$ cat src/rtl/rv_pkg.sv
// rtl/rv_pkg.sv - shared integer-core constants and types
package rv_pkg;
    localparam int XLEN = 32;
    localparam int NREG = 32;

    typedef logic [4:0] reg_idx_t;

    localparam logic [2:0] LOAD_LB  = 3'b000;
    localparam logic [2:0] LOAD_LH  = 3'b001;
    localparam logic [2:0] LOAD_LW  = 3'b010;
    localparam logic [2:0] LOAD_LBU = 3'b100;
    localparam logic [2:0] LOAD_LHU = 3'b101;
endpackage

$ cat src/rtl/ld_format.sv
// rtl/ld_format.sv - load byte/half extraction and extension
module ld_format
    import rv_pkg::*;
(
    input  logic [2:0]      funct3_i,
    input  logic [1:0]      byte_off_i,
    input  logic [XLEN-1:0] raw_i,
    output logic [XLEN-1:0] data_o,
    output logic            err_o
);
    logic [7:0]  byte_sel;
    logic [15:0] half_sel;

    always_comb begin
        case (byte_off_i)
            2'd0:    byte_sel = raw_i[7:0];
            2'd1:    byte_sel = raw_i[15:8];
            2'd2:    byte_sel = raw_i[23:16];
            default: byte_sel = raw_i[31:24];
        endcase
        half_sel = byte_off_i[1] ? raw_i[31:16] : raw_i[15:0];
    end

    // Errored loads return zero data; the caller suppresses the write anyway.
    always_comb begin
        data_o = '0;
        err_o  = 1'b0;
        case (funct3_i)
            LOAD_LB:  data_o = {{24{byte_sel[7]}}, byte_sel};
            LOAD_LBU: data_o = {24'b0, byte_sel};
            LOAD_LH: begin
                if (byte_off_i[0]) err_o  = 1'b1;
                else               data_o = {{16{half_sel[15]}}, half_sel};
            end
            LOAD_LHU: begin
                if (byte_off_i[0]) err_o  = 1'b1;
                else               data_o = {16'b0, half_sel};
            end
            LOAD_LW: begin
                if (byte_off_i != 2'd0) err_o  = 1'b1;
                else                    data_o = raw_i;
            end
            default: err_o = 1'b1;
        endcase
    end
endmodule

$ cat src/rtl/reg_writeback.sv
// rtl/reg_writeback.sv - register-file write front end with RAW scoreboard
module reg_writeback #(
    parameter int XLEN = 32,
    parameter int NREG = 32
) (
    input  logic            Clk,
    input  logic            Reset,
    input  logic            Alu_Valid,
    output logic            Alu_Ready,
    input  logic [4:0]      Alu_Rd,
    input  logic [XLEN-1:0] Alu_Result,
    input  logic            Ld_Valid,
    output logic            Ld_Ready,
    input  logic [4:0]      Ld_Rd,
    input  logic [2:0]      Ld_Funct3,
    input  logic [1:0]      Ld_Byte_Off,
    input  logic [XLEN-1:0] Ld_Raw,
    input  logic            Issue_Valid,
    input  logic [4:0]      Issue_Rd,
    output logic [4:0]      Rd_Addr,
    output logic [XLEN-1:0] Rd_Data,
    output logic [NREG-1:0] Busy_Mask,
    output logic            Ld_Err
);
    import rv_pkg::*;

    logic            ptr_ld_q, ptr_ld_d;
    logic            grant_ld, grant_alu;
    logic [XLEN-1:0] ld_data;
    logic            ld_err;
    reg_idx_t        rd_addr_q, rd_addr_d;
    logic [XLEN-1:0] rd_data_q, rd_data_d;
    logic            ld_err_q, ld_err_d;
    reg_idx_t        err_rd_q, err_rd_d;
    logic [NREG-1:0] busy_q, busy_d;

    ld_format u_ld_format (
        .funct3_i   (Ld_Funct3),
        .byte_off_i (Ld_Byte_Off),
        .raw_i      (Ld_Raw),
        .data_o     (ld_data),
        .err_o      (ld_err)
    );

    // ptr_ld_q = 1 means the load path wins the next conflict.
    always_comb begin
        grant_ld  = ~Reset & Ld_Valid & (~Alu_Valid | ptr_ld_q);
        grant_alu = ~Reset & Alu_Valid & (~Ld_Valid | ~ptr_ld_q);
        ptr_ld_d  = (Alu_Valid & Ld_Valid) ? ~ptr_ld_q : ptr_ld_q;
    end

    always_comb begin
        rd_addr_d = '0;
        rd_data_d = '0;
        ld_err_d  = 1'b0;
        err_rd_d  = '0;
        if (grant_alu) begin
            rd_addr_d = Alu_Rd;
            rd_data_d = Alu_Result;
        end else if (grant_ld) begin
            if (ld_err) begin
                ld_err_d = 1'b1;
                err_rd_d = Ld_Rd;
            end else begin
                rd_addr_d = Ld_Rd;
                rd_data_d = ld_data;
            end
        end
    end

    // Clears take effect as the register file captures; a same-edge issue wins.
    always_comb begin
        busy_d = busy_q;
        busy_d[rd_addr_q] = 1'b0;
        busy_d[err_rd_q]  = 1'b0;
        if (Issue_Valid) busy_d[Issue_Rd] = 1'b1;
        busy_d[0] = 1'b0;
    end

    always_ff @(posedge Clk) begin
        if (Reset) begin
            ptr_ld_q  <= 1'b1;
            rd_addr_q <= '0;
            rd_data_q <= '0;
            ld_err_q  <= 1'b0;
            err_rd_q  <= '0;
            busy_q    <= '0;
        end else begin
            ptr_ld_q  <= ptr_ld_d;
            rd_addr_q <= rd_addr_d;
            rd_data_q <= rd_data_d;
            ld_err_q  <= ld_err_d;
            err_rd_q  <= err_rd_d;
            busy_q    <= busy_d;
        end
    end

    assign Ld_Ready  = grant_ld;
    assign Alu_Ready = grant_alu;
    assign Rd_Addr   = rd_addr_q;
    assign Rd_Data   = rd_data_q;
    assign Ld_Err    = ld_err_q;
    assign Busy_Mask = busy_q;
endmodule

$ cat config.mk
export PLATFORM = sky130hd
export DESIGN_NAME = reg_writeback
export DESIGN_NICKNAME = d
export VERILOG_FILES = /design/src/rtl/rv_pkg.sv /design/src/rtl/ld_format.sv /design/src/rtl/reg_writeback.sv
export SDC_FILE = /design/constraint.sdc
export NUM_CORES = 1
export LEC_CHECK = 0
export CORE_ASPECT_RATIO = 0.5
export CORE_MARGIN = 2
export CORE_UTILIZATION = 25
export CTS_CLUSTER_SIZE = 25
export DETAILED_ROUTE_END_ITERATION = 8
export MAX_ROUTING_LAYER = met4
export PLACE_DENSITY = 0.52
export RECOVER_POWER = 100
export SYNTH_ARGS = -nofsm -noshare
export SYNTH_HDL_FRONTEND = slang
export SYNTH_SLANG_ARGS = --single-unit
$ cat constraint.sdc
create_clock -name Clk -period 4.7 [get_ports Clk]
set_input_delay 1.41 -clock Clk [delete_from_list [all_inputs] [get_ports Clk]]
set_output_delay 1.41 -clock Clk [all_outputs]
set_load 0.01 [all_outputs]
# Word-level counts from Yosys, hierarchy flattened
# Cells that the tools add are included.
# W data, S select, Z words.
dict set report classes {
  reduce_logical 10
  bitwise_logic 18
  magnitude_cmp 6
  n_eq_ne 6
  n_mux 23
}
# op n
set ops {}
lappend ops {{$mux W32} 6}
lappend ops {{$pmux W32 S5} 1}
lappend ops {{$and A32 B32 Y32} 2}
lappend ops {{$not A32 Y32} 2}
lappend ops {{$mux W16} 2}
lappend ops {{$or A32 B32 Y32} 1}
lappend ops {{$pmux W8 S3} 1}
lappend ops {{$lt A5 B6 Y1 const B} 3}
lappend ops {{$demux W1 S5} 3}
lappend ops {{$ge A5 B1 Y1 const B} 3}
lappend ops {{$mux W5} 3}
lappend ops {{$eq A3 B3 Y1 const B} 2}
lappend ops {{$mux W1} 6}
lappend ops {{$not A1 Y1} 6}
lappend ops {{$and A1 B1 Y1} 5}
lappend ops {{$reduce_or A2 Y1} 2}
lappend ops {{$reduce_or A4 Y1} 1}
lappend ops {{$eq A3 B1 Y1 const B} 1}
lappend ops {{$eq A3 B2 Y1 const B} 1}
lappend ops {{$logic_and A1 B1 Y1} 3}
lappend ops {{$logic_not A3 Y1} 1}
lappend ops {{$pmux W1 S3} 1}
lappend ops {{$reduce_or A3 Y1} 1}
lappend ops {{$eq A2 B1 Y1 const B} 1}
lappend ops {{4 further kinds} 5}
dict set report word_totals {
  wordCells 70
  inputBits 89
  out_inout_bits 72
  ff_bits 76
}

# Logic depth before layout (Yosys ltp)
dict set report logic_depth {
  depth_word 9
  depth_mapped 6
}

# By module
# A second synthesis with hierarchy kept.
dict set report hier_totals {
  cells_unflattened 418
  hier_area_um2 3807.4
}
# module area_each_um2 cells_each seq_area_each_um2 instances
set by_module_without_submodules {}
lappend by_module_without_submodules {reg_writeback 2889.0 277 1501.4 1}
lappend by_module_without_submodules {ld_format 918.4 141 0.0 1}

# Worst setup path before layout
# Ideal clock, no wire load.
dict set report synth_path {
  path_type {input to output}
  start {in Reset}
  end {out Alu_Ready}
  slack_ns 0.973
  arrival_time_ns 2.317
  cell_stages 4
  cell_sequence {inv_1 -> and3_1 -> clkbuf_1 -> buf_1}
}
dict set report synth_via {
  elab_chain_cells 3
}
# element line_no
set synth_rtl {}
lappend synth_rtl {{start, declared} reg_writeback.sv:7} ;# input logic Reset,
lappend synth_rtl {{$not A1 Y1} reg_writeback.sv:48} ;# grant_alu = ~Reset & Alu_Valid & (~Ld_Valid | ~ptr_ld_q);
lappend synth_rtl {{$and A1 B1 Y1 (2 in a row)} reg_writeback.sv:48}
lappend synth_rtl {{end, declared} reg_writeback.sv:9} ;# output logic Alu_Ready,
# No other way between the ends.

# Worst setup path in the final report
dict set report layout_path {
  start {in Ld_Valid}
  end {out Alu_Ready}
}
dict set report layout_via {
  elab_chain_cells 3
}
# element line_no
set layout_rtl {}
lappend layout_rtl {{start, declared} reg_writeback.sv:12} ;# input logic Ld_Valid,
lappend layout_rtl {{$not A1 Y1} reg_writeback.sv:48}
lappend layout_rtl {{$or A1 B1 Y1} reg_writeback.sv:48}
lappend layout_rtl {{$and A1 B1 Y1} reg_writeback.sv:48}
# No other way between the ends.

==> reports/qor.yml <==
slowest_delay_ns: 0.64
numCtsBuffers: 9
clk_latency_ns: 0.33
start_util_pct: 25.72
drtPass1Iterations: 4
wl_per_cell_um: 17.56
synth_top_area_cell: "dfxtp_1"
synth_seq_cells: 75
routed_wl_um: 12660
cp.arrival_ns: 3.01
clkPwrFrac_pct: 44.3
hold_class: "reg2reg"
synth_fp_nets: 462
dp_hpwl_um: 9321
powerDensity_mw_per_mm2: 294.0
drt-met1-wl_um: 5828
worst_slew_pin_slew_ns: 1.092
setup_viol: 0
avgSynthCellArea_um2: 9.369
clock.fmax_mhz: 226.4
finalCriticalPeriod_ns: 4.417
clock-root-buffer: "clkbuf_16"
utilization_pct: 40.77
maxSlewViolCount: 0
n_antenna_cell: 0
cts_sinks: 75
cts_setup_buffers: 0
synth_async_sr_flop_share_pct: 0
synthFlopType: "dfxtp_1"
crit_slowest_cell: "dlygate4sd3_1"
num_vias: 3520
grt_max_degree: 38
grt_pass1_vias: 3373
p_seq_share_pct: 41.0
status: "finished, final reports clean"
finClkSkew_ns: 0.007125
rows: 30
power_switching_mw: 0.3871
drive_gt1_share_pct: 7.372
maxCapViolations: 0
required_ns: 3.29
syn_inst: 373
yosys_warnings: 0
setup-tns-final_ns: 0
synthToLayoutAreaGrowth_pct: 58.54
crit_fanout: 6
cp-end-kind: "output pin"
ys_types: 48
design.core.area_mm2: 0.01359
holdBufCountCts: 0
ios: 161
top_layer_used: "met4"
clk_pin_slew_ns: 0.05
crit_family: "buffers and inverters"
netlist_top_cells_area: "dfxtp_1, a22oi_1, nor2_1"
path_buf_inv: 2
cts_resized: 0
combPwrFrac_pct: 14.7
cts_tree: "yes"
crit_top_cell: "dlygate4sd3_1"
yosysTopAreaCellShare_pct: 42.96
viasPerCell: 4.882
fin_crit_sh_pct: 93.98
cts_buffer_depth: 2
cp-start-kind: "input pin"
slew_headroom_pct: 27.03
track_usage_pct: 17.52
vdd_drop_max_mv: 0.1559
numPortBuffers: 159
htreeDepth: 3
die_y_um: 87.60
die_w_um: 171.2
route.met2.wl_um: 5852
power_leakage_nw: 2.237
die_area_mm2: 0.01500
route.detailed.drc: 0
ys_seq_area_share_pct: 42.96
synth_edf_count: 0
swShare_pct: 23.76
place_area_mm2: 0.005259
ant_nets: 0
grt_pass1_wl_um: 19230
critical_path_class: "in2out"
intPower_mw: 1.242
hold_viol_final: 0
stdcell_area_mm2: 0.005540
fin_nets: 613
synth_area_mm2: 0.003495
rsz0062_at_grt: "false"
overflow: 0
dr_wl_met3_um: 830
antenna_found_initial: 0
gp_congestion: 0.7958
hold_ws_ns: 0.5012
crit_chain: "dlygate4sd3_1, nand2_1, and3_1, dlygate4sd3_1"
drtIter0Drc: 233
## synth_stat cells, types with 7 or more instances
library cell   n
and2_1         7
nor3_1        11
nor3b_1       11
a22oi_1       69
nor2_1        44
mux2i_1       10
a211o_1        8
dfxtp_1       75
and3b_1        8
o21ai_0        8
a221o_2       10
a21oi_1        8
nand2_1       13
clkbuf_1      17
## worst paths after layout
kind,startpoint,endpoint,slack (ns),cells after the start
hold reg to reg,Busy_Mask[24],Busy_Mask[24],0.50,2
hold / removal,Busy_Mask[24],Busy_Mask[24],0.50,2
setup / recovery,Ld_Valid,Alu_Ready,0.28,4
setup reg to reg,ptr_ld_q,Rd_Data[8],2.74,5
## cell families after synthesis
logic type | share of synthesized area (%)
AOI/OAI and AO/OA | 30.15
and+or+nand+nor | 19.48
DFF | 42.96
buffers and inverters | 3.867
muxes | 3.187
xor gates and xnor gates | 0.2507
other | 0.1073
## power groups by stage
| stage | Combinational (mW) | Sequential, mW | Clock, mW |
|---|---|---|---|
| after global placement | 0.250 | 0.683 | 0 |
| after CTS | 0.252 | 0.669 | 0.744 |
| after global routing | 0.259 | 0.671 | 0.767 |
| after detailed placement | 0.251 | 0.683 | 0 |
| final | 0.239 | 0.669 | 0.721 |
| after floorplan | 0.0908 | 0.689 | 0 |
## registers in the layout, summed over array words and instances (netlist names)
signal	count
Rd_Addr	5
Ld_Err	1
Busy_Mask	31
Rd_Data	32
ptr_ld_q	1
err_rd_q	5
## through the flow
stage / setup WS (ns) / total power, mW / instances
final: 0.2827 / 1.629 / 721
after global routing: 0.2040 / 1.697 / 721
after CTS: 0.3450 / 1.665 / 721
after detailed placement: 0.3615 / 0.9343 / 705
after global placement: 0.3626 / 0.9339 / 705
after floorplan: 0.9730 / 0.7801 / 373
## worst reg2reg max path, cell delays in order (launching register included)
cell	delay [ns]
dfxtp_1	0.32
nand2b_1	0.21
o2111ai_4	0.11
clkbuf_1	0.64
nor3_2	0.25
a211o_1	0.33
## area by class of cell
cell class | count | area, um2
Clock buffer | 13 | 270.3
Clock inverter | 3 | 43.79
Fill cell | 1387 | 8048
Inverter | 4 | 15.01
Multi-Input combinational cell | 268 | 1829
Sequential cell | 75 | 1501
Tap cell | 192 | 240.2
Timing Repair Buffer | 166 | 1640
## metal layers
metal  vias up  global-route usage, %
met1      1646                  22.65
met5         -                      -
met3        12                  4.971
met2       121                  27.27
met4         0                  4.006
li1       1741                      -
## placed cells by master, fill, tap and decap left out, drive strengths merged, types with 7 or more instances in the layout
cell           Yosys  layout
a211o              8       8
dfxtp             75      75
a21oi              8       8
dlygate4sd3        0      77
a221o             16      16
clkbuf            17      14
nor3b             11      11
and2               7       7
clkdlybuf4s50      0      82
nor3              13      13
a22oi             69      69
nand2             13      13
o21ai              8       8
and3b              8       8
mux2i             10      10
nor2              44      44
Power figures use the tool's default switching activity.
